**src/rtl/multi_pipe_painter.sv**
```systemverilog
// Flappy-box frame painter: erases the previous pipes and box, then redraws
// them at the latched positions, one pixel slot per clock.
module multi_pipe_painter #(
    parameter int NUM_PIPES = 2,
    parameter int PIPE_W    = 4,
    parameter int SCREEN_W  = 160,
    parameter int SCREEN_H  = 120,
    parameter int GAP_H     = 24,
    parameter int BOX_X     = 4
) (
    input  logic                   CLOCK_50,
    input  logic                   reset,
    input  logic                   game_pulse,
    input  logic [6:0]             box_y,
    input  logic [9*NUM_PIPES-1:0] pipe_x,
    input  logic [7*NUM_PIPES-1:0] pipe_gap_y,
    output logic                   plot,
    output logic [8:0]             x,
    output logic [6:0]             y,
    output logic [2:0]             colour,
    output logic                   busy,
    output logic                   frame_done
);
    localparam int PW = (NUM_PIPES > 1) ? $clog2(NUM_PIPES) : 1;
    localparam int CW = (PIPE_W > 1) ? $clog2(PIPE_W) : 1;
    localparam logic [PW-1:0] LAST_PIPE = PW'(NUM_PIPES - 1);
    localparam logic [CW-1:0] LAST_COL  = CW'(PIPE_W - 1);
    localparam logic [6:0]    LAST_ROW  = 7'(SCREEN_H - 1);
    localparam logic [2:0] BLACK  = 3'b000;
    localparam logic [2:0] GREEN  = 3'b010;
    localparam logic [2:0] YELLOW = 3'b110;

    typedef enum logic [2:0] {
        S_IDLE, S_LATCH, S_EP, S_EB, S_DP, S_DB, S_DONE
    } state_t;

    state_t        r_state;
    logic          r_prev_valid;
    logic [PW-1:0] r_pipe;
    logic [CW-1:0] r_col;
    logic [6:0]    r_row;
    logic [1:0]    r_bc;
    logic [1:0]    r_br;

    logic [8:0] r_cur_px [NUM_PIPES];
    logic [6:0] r_cur_gy [NUM_PIPES];
    logic [6:0] r_cur_by;
    logic [8:0] r_sh_px  [NUM_PIPES];
    logic [6:0] r_sh_gy  [NUM_PIPES];
    logic [6:0] r_sh_by;

    logic       w_erase;
    logic       w_box;
    logic [8:0] w_sel_px;
    logic [6:0] w_sel_gy;
    logic [6:0] w_sel_by;
    logic [9:0] w_px;
    logic [7:0] w_row8;
    logic [7:0] w_gtop;
    logic [7:0] w_gbot;
    logic       w_pipe_plot;
    logic [9:0] w_bx;
    logic [7:0] w_by;
    logic       w_box_plot;
    logic       w_plot;
    logic [8:0] w_x;
    logic [6:0] w_y;
    logic [2:0] w_colour;
    logic       w_pipe_last;
    logic       w_box_last;

    always_comb begin
        w_erase  = (r_state == S_EP) || (r_state == S_EB);
        w_box    = (r_state == S_EB) || (r_state == S_DB);
        w_sel_px = w_erase ? r_sh_px[r_pipe] : r_cur_px[r_pipe];
        w_sel_gy = w_erase ? r_sh_gy[r_pipe] : r_cur_gy[r_pipe];
        w_sel_by = w_erase ? r_sh_by : r_cur_by;
        // Pipe slot: 10-bit column so pipes near the right edge never wrap
        w_px   = {1'b0, w_sel_px} + 10'(r_col);
        w_row8 = {1'b0, r_row};
        w_gtop = {1'b0, w_sel_gy};
        w_gbot = w_gtop + 8'(GAP_H - 1);
        w_pipe_plot = (w_px < 10'(SCREEN_W)) &&
                      !((w_row8 >= w_gtop) && (w_row8 <= w_gbot));
        // Box slot: row -1 wraps to 255 in 8 bits and is then off-screen
        w_bx = 10'(BOX_X - 1) + 10'(r_bc);
        w_by = {1'b0, w_sel_by} + 8'(r_br) - 8'd1;
        w_box_plot = (w_by < 8'(SCREEN_H)) && (w_bx < 10'(SCREEN_W));
        w_plot   = w_box ? w_box_plot : w_pipe_plot;
        w_x      = w_box ? w_bx[8:0] : w_px[8:0];
        w_y      = w_box ? w_by[6:0] : r_row;
        w_colour = w_erase ? BLACK : (w_box ? YELLOW : GREEN);
        w_pipe_last = (r_row == LAST_ROW) && (r_col == LAST_COL) &&
                      (r_pipe == LAST_PIPE);
        w_box_last  = (r_bc == 2'd2) && (r_br == 2'd2);
    end

    always_ff @(posedge CLOCK_50) begin
        if (reset) begin
            r_state      <= S_IDLE;
            r_prev_valid <= 1'b0;
            r_pipe       <= '0;
            r_col        <= '0;
            r_row        <= '0;
            r_bc         <= '0;
            r_br         <= '0;
            r_cur_by     <= '0;
            r_sh_by      <= '0;
            for (int i = 0; i < NUM_PIPES; i++) begin
                r_cur_px[i] <= '0;
                r_cur_gy[i] <= '0;
                r_sh_px[i]  <= '0;
                r_sh_gy[i]  <= '0;
            end
            plot       <= 1'b0;
            x          <= '0;
            y          <= '0;
            colour     <= BLACK;
            busy       <= 1'b0;
            frame_done <= 1'b0;
        end else begin
            frame_done <= 1'b0;
            unique case (r_state)
                S_IDLE: begin
                    plot <= 1'b0;
                    busy <= 1'b0;
                    if (game_pulse && !busy) r_state <= S_LATCH;
                end
                S_LATCH: begin
                    plot <= 1'b0;
                    busy <= 1'b1;
                    for (int i = 0; i < NUM_PIPES; i++) begin
                        r_cur_px[i] <= pipe_x[9*i +: 9];
                        r_cur_gy[i] <= pipe_gap_y[7*i +: 7];
                    end
                    r_cur_by <= box_y;
                    r_pipe   <= '0;
                    r_col    <= '0;
                    r_row    <= '0;
                    r_bc     <= '0;
                    r_br     <= '0;
                    r_state  <= r_prev_valid ? S_EP : S_DP;
                end
                S_EP, S_DP: begin
                    plot <= w_plot;
                    if (w_plot) begin
                        x      <= w_x;
                        y      <= w_y;
                        colour <= w_colour;
                    end
                    if (r_row == LAST_ROW) begin
                        r_row <= '0;
                        if (r_col == LAST_COL) begin
                            r_col  <= '0;
                            r_pipe <= (r_pipe == LAST_PIPE) ? '0 : r_pipe + 1'b1;
                        end else begin
                            r_col <= r_col + 1'b1;
                        end
                    end else begin
                        r_row <= r_row + 1'b1;
                    end
                    if (w_pipe_last)
                        r_state <= (r_state == S_EP) ? S_EB : S_DB;
                end
                S_EB, S_DB: begin
                    plot <= w_plot;
                    if (w_plot) begin
                        x      <= w_x;
                        y      <= w_y;
                        colour <= w_colour;
                    end
                    if (r_br == 2'd2) begin
                        r_br <= '0;
                        r_bc <= (r_bc == 2'd2) ? 2'd0 : r_bc + 1'b1;
                    end else begin
                        r_br <= r_br + 1'b1;
                    end
                    if (w_box_last)
                        r_state <= (r_state == S_EB) ? S_DP : S_DONE;
                end
                S_DONE: begin
                    plot         <= 1'b0;
                    frame_done   <= 1'b1;
                    r_prev_valid <= 1'b1;
                    r_sh_by      <= r_cur_by;
                    for (int i = 0; i < NUM_PIPES; i++) begin
                        r_sh_px[i] <= r_cur_px[i];
                        r_sh_gy[i] <= r_cur_gy[i];
                    end
                    r_state <= S_IDLE;
                end
                default: r_state <= S_IDLE;
            endcase
        end
    end
endmodule

```
**config.mk**
```make
export PLATFORM = sky130hd
export DESIGN_NAME = multi_pipe_painter
export DESIGN_NICKNAME = d
export VERILOG_FILES = /design/src/rtl/multi_pipe_painter.sv
export SDC_FILE = /design/constraint.sdc
export NUM_CORES = 1
export LEC_CHECK = 0
export BUFFER_PORTS_ARGS = -buffer_cell sky130_fd_sc_hd__buf_2
export CAP_MARGIN = 20
export CELL_PAD_IN_SITES_DETAIL_PLACEMENT = 1
export CELL_PAD_IN_SITES_GLOBAL_PLACEMENT = 1
export CORE_ASPECT_RATIO = 0.9
export CORE_MARGIN = 2
export CORE_UTILIZATION = 45
export DETAILED_ROUTE_END_ITERATION = 10
export HOLD_SLACK_MARGIN = 0.15
export PLACE_DENSITY = 0.75
export SYNTH_ARGS = -nofsm -noshare
export SYNTH_HDL_FRONTEND = slang
export SYNTH_SLANG_ARGS = --single-unit
```
**constraint.sdc**
```tcl
create_clock -name CLOCK_50 -period 5.3 [get_ports CLOCK_50]
set_input_delay 0.795 -clock CLOCK_50 [delete_from_list [all_inputs] [get_ports CLOCK_50]]
set_output_delay 0.795 -clock CLOCK_50 [all_outputs]
set_load 0.01 [all_outputs]
```
==> summary.md <==
| Metric | Value |
|---|---|
| Comb power frac | `approximately a third` |
| Final hold vios | `0` |
| DRT Pass-1 Iters | `4` |
| Setup Total Neg Slack | `0 ps` |
| Peak VDD IR | `0.343 mV` |
| Max Root-Sink Buffers | `2` |
| Resize count post-CTS | `0` |
| Die Footprint | `14700 um2` |
| Final wirelength | `between 15000 and 20000 um` |
| Clock slew seen by the registers of the worst setup and hold paths | `approximately 60 ps` |
| Most common cell on crit path | `ha_1` |
| Static leakage | `3.01 nW` |
| Final worst path period need | `about 4400 ps` |
| Power Dens Cells | `477 nW/um2` |
| Post-route setup slack | `931 ps` |
| Synth Instances | `563` |
| Core area | `13400 um2` |
| Initial drt markers | `287` |
| Hold crit path type | `register to register` |
| Initial core utilization | `46.1%` |
| Pins over their slew limit | `0` |
| Slowest CP cell | `ha_1` |
| Number of synthesized flops with an enable pin | `64` |
| CTS H-tree lvls | `4` |
| Max_slew headroom | `28.0%` |
| Initial antenna violation count | `0` |
| Most frequent cells in the layout | `edfxtp_1 (64), buf_2 (62), dfxtp_1 (54)` |
| Clock power frac | `31.3%` |
| Postcts setup bufs | `0` |
| Largest net degree at the start of global routing | `46` |
| Register share of total power | `35.9%` |
| Reg2reg start | `r_state[1]` |
| Setup violators final | `0` |
| Fill cells | `between 1000 and 1500` |
| Average wire per standard cell | `19.1 um` |
| Status | `completed` |
| Total power | `3.43 mW` |
| I/O Buffers | `between 60 and 70` |
| Nets | `roughly 700` |
| # clock sinks | `approximately 120` |
| Synth unique cells | `59` |
| Worst-path cell chain | `ha_1 > buf_4 > mux2i_1 > ha_1 > inv_1 > ha_1 > inv_1 > fa_1 > nor2b_1 > o31a_1 > a21oi_1 > and4_1 > a2111oi_4 > buf_4 > nand2_4 > mux2_4` |
| Worst slew pin tran | `around 1100 ps` |
| Kind of start point of the critical path | `register` |
| Power Internal | `2.22 mW` |
| NetSw | `1.21 mW` |
| # IOs | `64` |
| RSZ-0062 raised after global routing | `false` |
| Min-delay src | `x[2]` |
| Switching part of the total power | `35.3%` |
| Drt drc | `0` |
| Syn Std Cell Area | `just over 6000 um2` |
| DR vias | `4568` |
| TritonCTS clock tree | `yes` |
| First-pass GRT wire length | `25000 um` |
| Vias per inst | `5.70` |
| Crit Path Class | `register to register` |
| Max incr delay on CP | `620 ps` |
| Worst-path maximum fanout | `13` |
| Top_reg_cell synth | `edfxtp_1` |
| Grt total ovfl | `0` |
| Max frequency | `229 MHz` |
| Fraction of the yosys area taken by sequential cells | `48.5%` |
| Worst slack, placed | `between 900 and 1000 ps` |
| Worst skew pair latency | `~420 ps` |
| Layout Skew | `around 11 ps` |
| CTS root buf | `clkbuf_16` |
| Hold_buf cts | `0` |
| Count of warnings emitted by yosys | `0` |
| Ys async rst share | `0%` |
| Crit. End Element | `register` |
| Vias in the first global route | `approximately 5000` |
| Total GRT Usage | `22.2%` |
| Total nets after synthesis | `640` |
| Die Span X | `roughly 130 um` |
| DP HPWL | `10800 um` |
| Share of layout cells above drive strength 1 | `20.7%` |
| Gp weighted congestion | `between 0.8 and 0.9` |
| Die Y | `115 um` |
| Crit. Startpoint | `r_state[1]` |
| Ant. Diodes | `0` |
| # rows | `40` |
| Synth Register Bits | `118` |
| Cts bufs inserted | `17` |
| Post-route ant nets | `0` |
| Critical Path AT | `4680 ps` |
| CP required | `5610 ps` |
| Final worst-path cycle share | `82.4%` |
| Max_cap viols | `0` |
| Commonest non-fill, non-tap cell in the layout | `edfxtp_1` |
| P&R area growth vs syn | `16.2%` |
| Mean cell area of the mapped netlist | `11.0 um2` |
[state kept, by name, summed over array words and instances, names as in the netlist, named ones only]
signal        count
r_state           3
r_br              2
plot              1
r_pipe            1
busy              1
y                 7
r_col             2
colour            2
r_bc              2
r_cur_by          7
r_cur_px         18
r_sh_px          18
r_sh_by           7
r_row             7
r_sh_gy          14
frame_done        1
r_cur_gy         14
r_prev_valid      1
x                 9
[cell families after synthesis]
family,synth area share [%]
AO/OA/AOI/OAI,11.9
multiplexers,10.1
buffers and inverters,4.37
flip-flops,48.5
AND/OR/NAND/NOR,16.2
XOR/XNOR,1.56
other,0.0606
adder cells (fa/ha/maj),7.32
[worst paths after layout]
check / cells after the start / endpoint / slack [ps]
setup / recovery: 16 / x[6] / 930
hold / removal: 2 / x[2] / 460
hold reg to reg: 2 / x[2] / 460
setup reg to reg: 16 / x[6] / 930
[final cells by class]
class / instances / area (um2) / area share [%]
Clock inverter: 14 / 129 / 1.79
Tap cell: 168 / 210 / 2.92
Timing Repair Buffer: 72 / 393 / 5.46
Sequential cell: 118 / 3000 / 41.7
Inverter: 29 / 109 / 1.51
Multi-Input combinational cell: 382 / 2920 / 40.6
Clock buffer: 18 / 429 / 5.97
[power groups by stage]
stage | clock (mW) | combinational [mW] | sequential, mW
6_report | 1.08 | 1.12 | 1.23
3_5_place_dp | 0 | 1.10 | 1.25
3_3_place_gp | 0 | 1.05 | 1.24
2_1_floorplan | 0 | 0.813 | 1.22
5_1_grt | 1.13 | 1.26 | 1.25
4_1_cts | 1.10 | 1.12 | 1.24
[layer usage]
metal	GRT usage (%)	share of wire [%]	vias to the layer above
li1	-	-	2195
met1	26.3	43	2263
met2	39.3	51	83
met3	6.00	3.9	27
met4	7.99	2.1	0
met5	0	0	-
[cells in the mapped netlist, types with 9 or more instances]
| cell | number | area, um2 |
|---|---|---|
| mux4_2 | 12 | 270 |
| nor2b_1 | 9 | 56.3 |
| dfxtp_1 | 54 | 1080 |
| nor3_1 | 10 | 50.1 |
| a21oi_1 | 30 | 150 |
| nor2_1 | 32 | 120 |
| nand2_1 | 46 | 173 |
| o21ai_0 | 11 | 55.1 |
| mux2i_1 | 15 | 150 |
| and3_1 | 35 | 219 |
| clkbuf_1 | 26 | 97.6 |
| edfxtp_1 | 64 | 1920 |
| ha_1 | 33 | 413 |
| inv_1 | 28 | 105 |
| and2_1 | 34 | 213 |
[stage by stage]
stage	cell area, um2	hold WS (ps)	std cells	utilization [%]
CTS	7180	467	800	53.5
floorplan	6190	437	563	-
detailed placement	6620	457	768	49.4
global placement	6620	453	768	49.4
global route	7190	488	801	53.6
finish	7190	461	801	53.6
[worst max-delay path, delay by kind of cell (launching register included)]
family / cells / cell delay [ps]
simple gates: 3 / 650
mux: 2 / 450
buf+inv: 4 / 650
fa+ha+maj: 4 / 1360
flops: 1 / 510
compound gates: 3 / 600
Note: power is estimated with default switching activity, not from simulation.
